$ cat config.mk
export PLATFORM = sky130hd
export DESIGN_NAME = risc_ctrl_seq
export DESIGN_NICKNAME = d
export VERILOG_FILES = /design/src/rtl/risc_pkg.sv /design/src/rtl/risc_ctrl_decode.sv /design/src/rtl/risc_ctrl_seq.sv
export SDC_FILE = /design/constraint.sdc
export NUM_CORES = 1
export LEC_CHECK = 0
export BUFFER_PORTS_ARGS = -buffer_cell sky130_fd_sc_hd__buf_2
export CORE_AREA = 8 8 45 47
export DETAILED_ROUTE_END_ITERATION = 7
export DIE_AREA = 0 0 53 55
export SETUP_SLACK_MARGIN = 0.05
export SLEW_MARGIN = 20
export SYNTH_ARGS = -nofsm -noshare
export SYNTH_HDL_FRONTEND = slang
export SYNTH_SLANG_ARGS = --single-unit
$ cat constraint.sdc
create_clock -name clk -period 1.5 [get_ports clk]
set_clock_uncertainty 0.05 [all_clocks]
set_input_delay 0.3 -clock clk [delete_from_list [all_inputs] [get_ports clk]]
set_output_delay 0.3 -clock clk [all_outputs]
set_load 0.005 [all_outputs]
$ cat src/rtl/risc_pkg.sv
// Shared definitions for the RISC control sequencer: opcode values, the
// eight sequencer phases, and the ALU-opcode classifier.
package risc_pkg;

  localparam logic [2:0] HLT = 3'd0;
  localparam logic [2:0] SKZ = 3'd1;
  localparam logic [2:0] ADD = 3'd2;
  localparam logic [2:0] AND = 3'd3;
  localparam logic [2:0] XOR = 3'd4;
  localparam logic [2:0] LDA = 3'd5;
  localparam logic [2:0] STO = 3'd6;
  localparam logic [2:0] JMP = 3'd7;

  typedef enum logic [2:0] {
    INST_ADDR  = 3'd0,
    INST_FETCH = 3'd1,
    INST_LOAD  = 3'd2,
    IDLE       = 3'd3,
    OP_ADDR    = 3'd4,
    OP_FETCH   = 3'd5,
    ALU_OP     = 3'd6,
    STORE      = 3'd7
  } phase_e;

  // Opcodes that read an operand and write the accumulator.
  function automatic logic is_aluop(input logic [2:0] op);
    return (op == ADD) || (op == AND) || (op == XOR) || (op == LDA);
  endfunction

endpackage

$ cat src/rtl/risc_ctrl_decode.sv
// Combinational control decode: phase + opcode + zero flag -> datapath
// controls. Opcodes above 7 decode as no-ops; halt forces every control low.
module risc_ctrl_decode
  import risc_pkg::*;
#(
  parameter int OPC_W = 3
) (
  input  logic [2:0]       phase,
  input  logic [OPC_W-1:0] opcode,
  input  logic             zero,
  input  logic             halt,
  output logic             sel,
  output logic             rd,
  output logic             ld_ir,
  output logic             inc_pc,
  output logic             ld_pc,
  output logic             ld_ac,
  output logic             data_e,
  output logic             wr,
  output logic             op_halt,
  output logic             op_illegal
);

  logic       hi_bits;
  logic [2:0] op3;
  logic       alu, jmp, sto, skz;

  if (OPC_W > 3) begin : g_wide
    assign hi_bits = |opcode[OPC_W-1:3];
  end else begin : g_narrow
    assign hi_bits = 1'b0;
  end

  assign op3        = opcode[2:0];
  assign op_illegal = hi_bits;
  assign op_halt    = !hi_bits && (op3 == HLT);
  assign alu        = !hi_bits && is_aluop(op3);
  assign jmp        = !hi_bits && (op3 == JMP);
  assign sto        = !hi_bits && (op3 == STO);
  assign skz        = !hi_bits && (op3 == SKZ);

  // Per-phase control word; everything defaults low and stays low while halted.
  always_comb begin
    sel    = 1'b0;
    rd     = 1'b0;
    ld_ir  = 1'b0;
    inc_pc = 1'b0;
    ld_pc  = 1'b0;
    ld_ac  = 1'b0;
    data_e = 1'b0;
    wr     = 1'b0;
    if (!halt) begin
      case (phase)
        INST_ADDR:  sel = 1'b1;
        INST_FETCH: begin sel = 1'b1; rd = 1'b1; end
        INST_LOAD,
        IDLE:       begin sel = 1'b1; rd = 1'b1; ld_ir = 1'b1; end
        OP_ADDR:    inc_pc = 1'b1;
        OP_FETCH:   rd = alu;
        ALU_OP: begin
          rd     = alu;
          inc_pc = skz & zero;
          ld_pc  = jmp;
        end
        STORE: begin
          rd     = alu;
          ld_ac  = alu;
          inc_pc = jmp;
          ld_pc  = jmp;
          data_e = sto;
          wr     = sto;
        end
        default: ;
      endcase
    end
  end

endmodule

$ cat src/rtl/risc_ctrl_seq.sv
// 8-phase RISC instruction sequencer with memory wait-state stalls,
// halt/resume and single-step. Holds the phase register and the sticky
// halt/illegal flags; control decode lives in risc_ctrl_decode.
module risc_ctrl_seq
  import risc_pkg::*;
#(
  parameter int OPC_W    = 3,
  parameter int STALL_EN = 1
) (
  input  logic             clk,
  input  logic             rst,
  input  logic [OPC_W-1:0] opcode,
  input  logic             zero,
  input  logic             mem_ready,
  input  logic             resume,
  input  logic             step_mode,
  input  logic             step,
  output logic             sel,
  output logic             rd,
  output logic             ld_ir,
  output logic             inc_pc,
  output logic             ld_pc,
  output logic             ld_ac,
  output logic             data_e,
  output logic             wr,
  output logic             halt,
  output logic             illegal,
  output logic [2:0]       phase
);

  phase_e     phase_q, phase_d;
  logic       halt_q, halt_d;
  logic       illegal_q, illegal_d;
  logic       op_halt, op_illegal;
  logic       stall, step_hold;
  logic [2:0] phase_inc;

  risc_ctrl_decode #(.OPC_W(OPC_W)) u_decode (
    .phase      (phase_q),
    .opcode     (opcode),
    .zero       (zero),
    .halt       (halt_q),
    .sel        (sel),
    .rd         (rd),
    .ld_ir      (ld_ir),
    .inc_pc     (inc_pc),
    .ld_pc      (ld_pc),
    .ld_ac      (ld_ac),
    .data_e     (data_e),
    .wr         (wr),
    .op_halt    (op_halt),
    .op_illegal (op_illegal)
  );

  // A fetch phase waits for memory only when it is actually reading.
  assign stall = (STALL_EN != 0) && !mem_ready && rd &&
                 ((phase_q == INST_FETCH) || (phase_q == OP_FETCH));
  assign step_hold = step_mode && (phase_q == INST_ADDR) && !step;
  assign phase_inc = phase_q + 3'd1;

  // Next-state: resume leaves halt into OP_FETCH (PC already bumped in OP_ADDR);
  // HLT or an out-of-range opcode freezes the sequencer at OP_ADDR.
  always_comb begin
    phase_d   = phase_q;
    halt_d    = halt_q;
    illegal_d = illegal_q;
    if (halt_q) begin
      if (resume) begin
        halt_d  = 1'b0;
        phase_d = OP_FETCH;
      end
    end else if ((phase_q == OP_ADDR) && (op_halt || op_illegal)) begin
      halt_d    = 1'b1;
      illegal_d = illegal_q | op_illegal;
    end else if (!stall && !step_hold) begin
      phase_d = phase_e'(phase_inc);
    end
  end

  // State register; reset is asynchronous so controls drop without a clock.
  always_ff @(posedge clk or negedge rst) begin
    if (!rst) begin
      phase_q   <= INST_ADDR;
      halt_q    <= 1'b0;
      illegal_q <= 1'b0;
    end else begin
      phase_q   <= phase_d;
      halt_q    <= halt_d;
      illegal_q <= illegal_d;
    end
  end

  assign halt    = halt_q;
  assign illegal = illegal_q;
  assign phase   = phase_q;

endmodule

==> results of run 1 <==
## cell families (layout without fill, tap and decap cells)
kind of cell               count (synthesis)  after routing  share of synthesized area [%]
AOI/OAI and AO/OA                          8              8                           14.8
xor gates and xnor gates                   1              1                           2.16
adders and majority gates                  6              6                           18.5
buffers and inverters                      7             48                           8.33
DFF                                        4              4                           24.7
muxes                                      3              3                           7.41
other                                      1              1                          0.925
and+or+nand+nor                           19             19                           23.2
## metrics by stage
stage / utilization (%) / area [µm²] / power [µW]
final: 61.8 / 855 / 1560
after global routing: 61.8 / 855 / 1710
after CTS: 54.0 / 747 / 1360
after detailed placement: 47.2 / 653 / 1130
after global placement: 47.2 / 653 / 1110
after floorplan: - / 460 / 707
## placed cells by master (no fill, tap or decap), types with 2 or more instances in the layout
master and count:
buf_4 12, buf_6 5, nor2_1 3, mux2i_1 3
inv_1 2, inv_2 2, clkbuf_4 3, nand2_4 2
ha_4 5, nand2_1 3, a21oi_2 2, buf_2 21
dfrtp_2 4, nor3_2 2
## area by class of cell
type	count	area, µm²
Fill cell	121	529
Multi-Input combinational cell	38	420
Timing Repair Buffer	39	262
Sequential cell	4	105
Clock buffer	4	26.3
Inverter	5	21.3
Tap cell	16	20.0
## registers in the layout, summed over array words and instances (netlist names)
register  flops
halt          1
phase         3
## repair_timing
| action | 4_1_cts | 5_1_grt |
|---|---|---|
| hold endpoints to repair | 4 | 0 |
| setup endpoints to repair | 12 | 12 |
| gates resized for setup | 9 | 21 |
| setup buffers | 3 | 4 |
| pin swaps | 4 | 10 |
| hold buffers | 1 | 0 |
## routing by layer
layer / up-vias / routed length (µm)
li1: 250 / -
met1: 213 / 557
met2: 18 / 735
met3: 4 / 124
met4: 0 / 23
met5: - / 0
## power by group through the flow
| stage | Clock, µW | Sequential (µW) | Combinational (µW) |
|---|---|---|---|
| after floorplan | 0 | 255 | 452 |
| after global routing | 159 | 249 | 1300 |
| after detailed placement | 0 | 233 | 893 |
| after global placement | 0 | 229 | 879 |
| final | 144 | 241 | 1180 |
| after CTS | 151 | 235 | 969 |
## path summary, 6_finish.rpt
check                                  endpoint  cells after the start  slack, ns
max in group asynchronous        halt$_DFF_PN0_                      2       0.91
hold / removal             phase[1]$_DFFE_PN0P_                      2       0.34
min in group clk           phase[1]$_DFFE_PN0P_                      3       0.43
setup reg to reg           phase[0]$_DFFE_PN0P_                      6      -0.10
hold reg to reg            phase[1]$_DFFE_PN0P_                      3       0.57
setup / recovery                         inc_pc                      6      -0.26
## critical path: cells and delay by family (launching register included)
family / cells / cell delay (ns)
and+or+nand+nor: 1 / 0.06
AOI/OAI and AO/OA: 2 / 0.21
buffers and inverters: 1 / 0.12
adders and majority gates: 2 / 0.36
DFF: 1 / 0.43
==> flow_metrics.env, run 1 <==
export IMPL_required_ns=1.15
export IMPL_synth_seq_cells=4
export IMPL_drv_slew=0
export IMPL_slowest_delay_ns=0.43
export IMPL_vias=485
export IMPL_pwr_share_clk_pct=9.2
export IMPL_cts_tree="done"
export IMPL_rr_startpoint="phase[1]$_DFFE_PN0P_"
export IMPL_cp_slowest_cell="dfrtp_2"
export IMPL_cts_root_buffer="clkbuf_4"
export IMPL_wl_per_cell_um=13.6
export IMPL_grt_pass1_vias=487
export IMPL_place_congestion=0.808
export IMPL_synth_nets=65
export IMPL_path_class="flip-flop to output pin"
export IMPL_core_rowCount=14
export IMPL_grt_util_met2_pct=18.0
export IMPL_die_h_um=55
export IMPL_p_leak_uw=0.000424
export IMPL_cap_viol_max_count=0
export IMPL_worst_path_max_fanout=4
export IMPL_synthMostInstantiatedCell="ha_1"
export IMPL_layout_drive_gt1_share_pct=74.4
export IMPL_antenna_found_initial=0
export IMPL_grt_pass1_wl_um=2220
export IMPL_start_util_pct=29.3
export IMPL_violations="setup timing"
export IMPL_drc_errors=0
export IMPL_ant_nets=0
export IMPL_crit_chain="ha_4 -> ha_4 -> nand3_2 -> a21oi_2 -> o21ba_1 -> buf_2"
export IMPL_met1_usage_pct=11.8
export IMPL_final_min_period_over_clock_period_pct=117
export IMPL_ir_drop_mv=1.03
export IMPL_synth_top_area_share_pct=24.7
export IMPL_coreArea_um2=1380
export IMPL_ys_warn_count=0
export IMPL_dp_hpwl_um=1060
export IMPL_cts_sinks=4
export IMPL_hold_viol_final=0
export IMPL_clockBufferDepth=2
export IMPL_dp_cells=95
export IMPL_numCtsBuffers=3
export IMPL_ys_seq_area_share_pct=24.7
export IMPL_setup_ws_ns=-0.259
export IMPL_postSynth_asyncResetShare_pct=100
export IMPL_ys_top_cells_by_count="ha_1 (6), inv_1 (5), nand2_1 (5), dfrtp_1 (4), nor2_1 (4)"
export IMPL_ios=23
export IMPL_insertion_delay_ns=0.24
export IMPL_path_common_cell="ha_4"
export IMPL_power_switching_uw=631
export IMPL_startpoint="phase[1]$_DFFE_PN0P_"
export IMPL_die_area_um2=2920
export IMPL_seqPwrFrac_pct=15.4
export IMPL_cp_end_kind="output pin"
export IMPL_clk_pin_slew_ns=0.04
export IMPL_nets=107
export IMPL_synthCells=49
export IMPL_dr_first_iter_drc_count=0
export IMPL_holdWs_ns=0.344
export IMPL_p_comb_share_pct=75.4
export IMPL_busiest_layer="met2"
export IMPL_grt_max_degree=6
export IMPL_fin_tns_setup_ns=-1.29
export IMPL_synth_area_leader_cell="dfrtp_1"
export IMPL_post_layout_nonfiller_instances=106
export IMPL_pwr_density_cell_nw_per_um2=1830
export IMPL_post_place_ws_ns=-0.146
export IMPL_ys_types=22
export IMPL_min_path_type="input port to asynchronous set/reset pin"
export IMPL_antennaDiodeCount=0
export IMPL_gr_total_overflow=0
export IMPL_synth_area_um2=405
export IMPL_fmax_mhz=569
export IMPL_io_buffer_count=21
export IMPL_cts_max_level=1
export IMPL_finalCriticalPeriod_ns=1.76
export IMPL_syn_to_final_growth_pct=111
export IMPL_synth_ff_type="dfrtp_1"
export IMPL_rsz0062_at_grt="yes"
export IMPL_setup_viol=8
export IMPL_sw_frac_of_total_pct=40.4
export IMPL_yosys_top_cells_area="dfrtp_1 (25%), ha_1 (19%), mux2i_1 (7.4%)"
export IMPL_crit_path_start_kind="flip-flop"
export IMPL_grtUsageMet3_pct=1.34
export IMPL_status="finished, violations left"
export IMPL_die_w_um=53
export IMPL_avgSynthCellArea_um2=8.27
export IMPL_wirelength_um=1440
export IMPL_p_int_uw=931
export IMPL_vias_per_cell=4.58
export IMPL_dr_pass1_iters=1
export IMPL_arrival_ns=1.41
export IMPL_synth_edf_count=0
export IMPL_track_usage_pct=10.3
Power figures use the tool's default switching activity.
==> run 2, diff against run 1 <==
--- a/config.mk
+++ b/config.mk
@@ -10,6 +10,7 @@
 export DETAILED_ROUTE_END_ITERATION = 7
 export DIE_AREA = 0 0 53 55
 export SETUP_SLACK_MARGIN = 0.05
+export SKIP_CTS_REPAIR_TIMING = 1
 export SLEW_MARGIN = 20
 export SYNTH_ARGS = -nofsm -noshare
 export SYNTH_HDL_FRONTEND = slang
==> run 2 against run 1 <==
The flow still finishes with violations (setup timing). Sequential power up 3%. Maximum frequency down 0.37%. Die area unchanged. Critical path depth unchanged. Clock-buffer cell count unchanged. Power down 7.4%. Sequential share of layout area up 0.70 points. Clock power about the same. Global-route usage down 1.1 points. Core utilization down 3.3 points. Via count down 2.3%. Combinational power down 11%. Largest cell class unchanged. Highest routed layer unchanged.
==> flow_metrics.env, run 2 (same netlist as run 1, synthesis figures left out) <==
export IMPL_grt_util_met2_pct=14.6
export IMPL_violations="setup timing"
export IMPL_setup_ws_ns=-0.265
export IMPL_io_buffer_count=21
export IMPL_grt_pass1_wl_um=2040
export IMPL_rr_startpoint="phase[0]$_DFFE_PN0P_"
export IMPL_required_ns=1.15
export IMPL_regArea_um2=105
export IMPL_dp_hpwl_um=1060
export IMPL_die_area_um2=2920
export IMPL_drv_slew=0
export IMPL_nets=105
export IMPL_hold_viol_final=0
export IMPL_cts_max_level=1
export IMPL_p_int_uw=864
export IMPL_core_rowCount=14
export IMPL_antennaDiodeCount=0
export IMPL_power_switching_uw=583
export IMPL_wirelength_um=1280
export IMPL_cp_end_kind="output pin"
export IMPL_vias_per_cell=4.56
export IMPL_ant_nets=0
export IMPL_start_util_pct=29.3
export IMPL_cts_root_buffer="clkbuf_4"
export IMPL_holdWs_ns=0.346
export IMPL_ir_drop_mv=1.00
export IMPL_die_w_um=53
export IMPL_final_util_pct=58.4
export IMPL_syn_to_final_growth_pct=99.4
export IMPL_clockBufferDepth=2
export IMPL_sw_frac_of_total_pct=40.3
export IMPL_seqPwrFrac_pct=17.1
export IMPL_final_common_cell="buf_2"
export IMPL_status="finished, violations left"
export IMPL_post_layout_nonfiller_instances=104
export IMPL_numCtsBuffers=3
export IMPL_cts_tree="done"
export IMPL_met1_usage_pct=11.0
export IMPL_grt_pass1_vias=456
export IMPL_cts_sinks=4
export IMPL_clk_pin_slew_ns=0.04
export IMPL_p_comb_share_pct=72.9
export IMPL_setup_viol=8
export IMPL_dr_first_iter_drc_count=2
export IMPL_path_class="flip-flop to output pin"
export IMPL_final_min_period_over_clock_period_pct=118
export IMPL_place_congestion=0.808
export IMPL_r2r_end="phase[0]$_DFFE_PN0P_"
export IMPL_arrival_ns=1.42
export IMPL_dp_cells=95
export IMPL_grtUsageMet3_pct=1.60
export IMPL_coreArea_um2=1380
export IMPL_track_usage_pct=9.20
export IMPL_die_h_um=55
export IMPL_wl_per_cell_um=12.3
export IMPL_layout_drive_gt1_share_pct=71.6
export IMPL_multiInputGateArea_um2=398
export IMPL_dr_pass1_iters=2
export IMPL_ios=23
export IMPL_gr_total_overflow=0
export IMPL_finalCriticalPeriod_ns=1.77
export IMPL_ff2ff_path_depth=6
export IMPL_drc_errors=0
export IMPL_vias=474
export IMPL_pwr_share_clk_pct=9.9
export IMPL_largest_register_ffs=3
export IMPL_p_leak_uw=0.000400
export IMPL_crit_path_start_kind="flip-flop"
export IMPL_rsz0062_at_grt="yes"
export IMPL_insertion_delay_ns=0.24
export IMPL_pwr_density_cell_nw_per_um2=1790
export IMPL_cap_viol_max_count=0
export IMPL_fmax_mhz=567
export IMPL_min_path_type="input port to asynchronous set/reset pin"
export IMPL_grt_max_degree=7
export IMPL_antenna_found_initial=0
export IMPL_fill_cells=130
export IMPL_final_cell_mix="buf_2 (21), buf_4 (13), ha_4 (5)"
export IMPL_worst_path_max_fanout=4
export IMPL_ff2ff_setup_slack_ns=-0.09
export IMPL_busiest_layer="met2"
==> run 2: cell types whose count changed in the layout (fill, tap and decap cells not counted), sizes merged <==
cell and delta:
buf -2
==> run 2: per-layer routing <==
| metal | vias to the layer above | part of all wire, % | wire length (µm) |
|---|---|---|---|
| li1 | 245 | - | - |
| met1 | 207 | 40 | 513 |
| met2 | 18 | 48 | 607 |
| met3 | 4 | 10 | 131 |
| met4 | 0 | 1.8 | 23 |
| met5 | - | 0 | 0 |
==> run 2: cell type report <==
class | count | share of cell area (%)
multi-input cells | 38 | 49.2
repair buffers | 37 | 29.1
flip-flops and latches | 4 | 13.0
well taps | 16 | 2.48
inverters | 5 | 2.94
clock buffers | 4 | 3.25
==> run 2: critical path: stages, from the launching register on <==
cell and delay, ns:
dfrtp_2 0.44, ha_4 0.19, ha_4 0.17, nand3_2 0.06
a21oi_2 0.05, o21ba_1 0.16, buf_2 0.12
==> run 2: worst max path at each step <==
| stage | to | start |
|---|---|---|
| CTS | inc_pc | phase[1]$_DFFE_PN0P_ |
| global route | rd | phase[1]$_DFFE_PN0P_ |
| detailed placement | phase[1]$_DFFE_PN0P_ | phase[0]$_DFFE_PN0P_ |
| global placement | phase[1]$_DFFE_PN0P_ | phase[0]$_DFFE_PN0P_ |
| finish | inc_pc | phase[0]$_DFFE_PN0P_ |
| floorplan | phase[1]$_DFFE_PN0P_ | phase[1]$_DFFE_PN0P_ |
==> run 2: stage by stage <==
| step | setup TNS [ns] | worst slack (ns) | power [µW] | area [µm²] |
|---|---|---|---|---|
| 3_5_place_dp | -0.497 | -0.146 | 1130 | 653 |
| 3_3_place_gp | -0.524 | -0.153 | 1110 | 653 |
| 6_report | -1.11 | -0.265 | 1450 | 808 |
| 5_1_grt | -1.79 | -0.325 | 1600 | 808 |
| 2_1_floorplan | -0.113 | -0.0382 | 707 | 460 |
| 4_1_cts | -1.67 | -0.296 | 1280 | 679 |
==> run 2: power groups by stage <==
stage	Sequential (µW)	Combinational, µW	Clock (µW)
global route	255	1180	159
detailed placement	233	893	0
finish	248	1050	144
CTS	232	896	151
floorplan	255	452	0
global placement	229	879	0
==> run 3, diff against run 2 <==
--- a/config.mk
+++ b/config.mk
@@ -7,6 +7,7 @@
 export LEC_CHECK = 0
 export BUFFER_PORTS_ARGS = -buffer_cell sky130_fd_sc_hd__buf_2
 export CORE_AREA = 8 8 45 47
+export CTS_BUF_LIST = sky130_fd_sc_hd__clkbuf_8
 export DETAILED_ROUTE_END_ITERATION = 7
 export DIE_AREA = 0 0 53 55
 export SETUP_SLACK_MARGIN = 0.05
==> run 3 against run 2 <==
The run still ends with setup timing left. Combinational power barely moved. Register-to-register slack barely moved. Sequential power fell by 2%. Power rose by 6.7%. Cell count did not move. Die area did not move. Sequential cell count did not move. Core utilization rose by 1.4 points. Critical path depth did not move. Global-route usage rose by 0.27 points.
==> flow_metrics.env, run 3 (same netlist as run 1, synthesis figures left out) <==
export IMPL_slowest_delay_ns=0.43
export IMPL_syn_to_final_growth_pct=104
export IMPL_layout_drive_gt1_share_pct=72.7
export IMPL_p_leak_uw=0.000412
export IMPL_io_buffer_count=21
export IMPL_vias=470
export IMPL_dr_first_iter_drc_count=1
export IMPL_worst_path_max_fanout=4
export IMPL_start_util_pct=29.3
export IMPL_clk_pin_slew_ns=0.03
export IMPL_setup_viol=8
export IMPL_ant_nets=0
export IMPL_pwr_density_cell_nw_per_um2=1860
export IMPL_violations="setup timing"
export IMPL_setup_ws_ns=-0.238
export IMPL_fmax_mhz=576
export IMPL_crit_chain="ha_4 -> ha_4 -> nand3_2 -> a21oi_2 -> o21ba_1 -> buf_2"
export IMPL_hold_viol_final=0
export IMPL_fill_cells=126
export IMPL_crit_buf_inv=1
export IMPL_cap_viol_max_count=0
export IMPL_ir_drop_mv=1.07
export IMPL_final_min_period_over_clock_period_pct=116
export IMPL_cp_slowest_cell="dfrtp_2"
export IMPL_die_area_um2=2920
export IMPL_clockBufferDepth=2
export IMPL_arrival_ns=1.39
export IMPL_gr_total_overflow=0
export IMPL_cts_root_buffer="clkbuf_8"
export IMPL_coreArea_um2=1380
export IMPL_place_area_um2=653
export IMPL_grt_max_degree=7
export IMPL_drv_slew=0
export IMPL_die_w_um=53
export IMPL_path_common_cell="ha_4"
export IMPL_p_comb_share_pct=69.2
export IMPL_nets=105
export IMPL_final_cell_area_um2=828
export IMPL_finalCriticalPeriod_ns=1.74
export IMPL_cts_sinks=4
export IMPL_status="finished, violations left"
export IMPL_min_path_type="input port to asynchronous set/reset pin"
export IMPL_largest_register_ffs=3
export IMPL_die_h_um=55
export IMPL_rsz0062_at_grt="yes"
export IMPL_path_class="flip-flop to output pin"
export IMPL_wl_per_cell_um=12.6
export IMPL_sw_frac_of_total_pct=38.9
export IMPL_ff2ff_setup_slack_ns=-0.08
export IMPL_track_usage_pct=9.47
export IMPL_dp_hpwl_um=1060
export IMPL_critPathTopFamily="flip-flops"
export IMPL_dr_pass1_iters=2
export IMPL_required_ns=1.15
export IMPL_seqPwrFrac_pct=15.8
export IMPL_final_common_cell="buf_2"
export IMPL_antennaDiodeCount=0
export IMPL_pwr_share_clk_pct=15.0
export IMPL_place_congestion=0.808
export IMPL_grt_pass1_wl_um=2090
export IMPL_wirelength_um=1310
export IMPL_cts_tree="done"
export IMPL_cp_end_kind="output pin"
export IMPL_cts_max_level=1
export IMPL_vias_per_cell=4.52
export IMPL_core_rowCount=14
export IMPL_antenna_found_initial=0
export IMPL_drc_errors=0
export IMPL_insertion_delay_ns=0.22
export IMPL_ios=23
export IMPL_power_switching_uw=600
export IMPL_crit_path_start_kind="flip-flop"
export IMPL_final_util_pct=59.9
export IMPL_p_int_uw=943
export IMPL_final_cell_mix="buf_2 (21), buf_4 (13), ha_4 (5)"
export IMPL_numCtsBuffers=3
export IMPL_grt_pass1_vias=473
-- run 3: cell count changes in the layout (fill, tap and decap cells not counted) --
cell / change
clkbuf_1: -1
inv_2: +1
inv_1: +1
clkbuf_4: -3
clkbuf_8: +3
inv_4: -1
a21oi_1: -1
a21oi_2: +1
-- run 3: power groups by stage --
stage	registers, µW	logic [µW]	clock network [µW]
after global routing	250	1190	248
after detailed placement	233	893	0
after CTS	232	896	239
final	244	1070	231
after global placement	229	879	0
after floorplan	255	452	0
-- run 3: per-layer routing --
metal  part of all wire (%)  track usage [%]  vias up
met4                      0             6.47        0
li1                       -                -      243
met2                     50             14.8       16
met1                     40             11.1      211
met5                      0                0        -
met3                     10             2.41        0
-- run 3: through the flow --
stage	instances	hold WS [ns]	TNS [ns]	worst slack, ns	total power (µW)
global route	104	0.367	-1.64	-0.303	1690
detailed placement	95	0.0586	-0.497	-0.146	1130
CTS	99	-0.175	-1.57	-0.276	1370
global placement	95	0.0596	-0.524	-0.153	1110
finish	104	0.367	-0.994	-0.238	1540
floorplan	49	-0.0456	-0.113	-0.0382	707
-- run 3: cell type report --
cell class / count / area [µm²] / share of cell area (%)
Tap cell: 16 / 20.0 / 2.42
Timing Repair Buffer: 37 / 235 / 28.4
Sequential cell: 4 / 105 / 12.7
Clock buffer: 3 / 41.3 / 4.98
Multi-Input combinational cell: 38 / 402 / 48.5
Clock inverter: 1 / 3.75 / 0.453
Inverter: 5 / 21.3 / 2.57
-- run 3: path summary, 6_finish.rpt --
check	from	endpoint	cells past startpoint
max	phase[1]$_DFFE_PN0P_	inc_pc	6
min	rst	phase[1]$_DFFE_PN0P_	2
max reg2reg	phase[1]$_DFFE_PN0P_	phase[0]$_DFFE_PN0P_	6
min reg2reg	halt$_DFF_PN0_	phase[0]$_DFFE_PN0P_	2
max in group asynchronous	rst	phase[0]$_DFFE_PN0P_	2
min in group clk	step	phase[2]$_DFFE_PN0P_	3
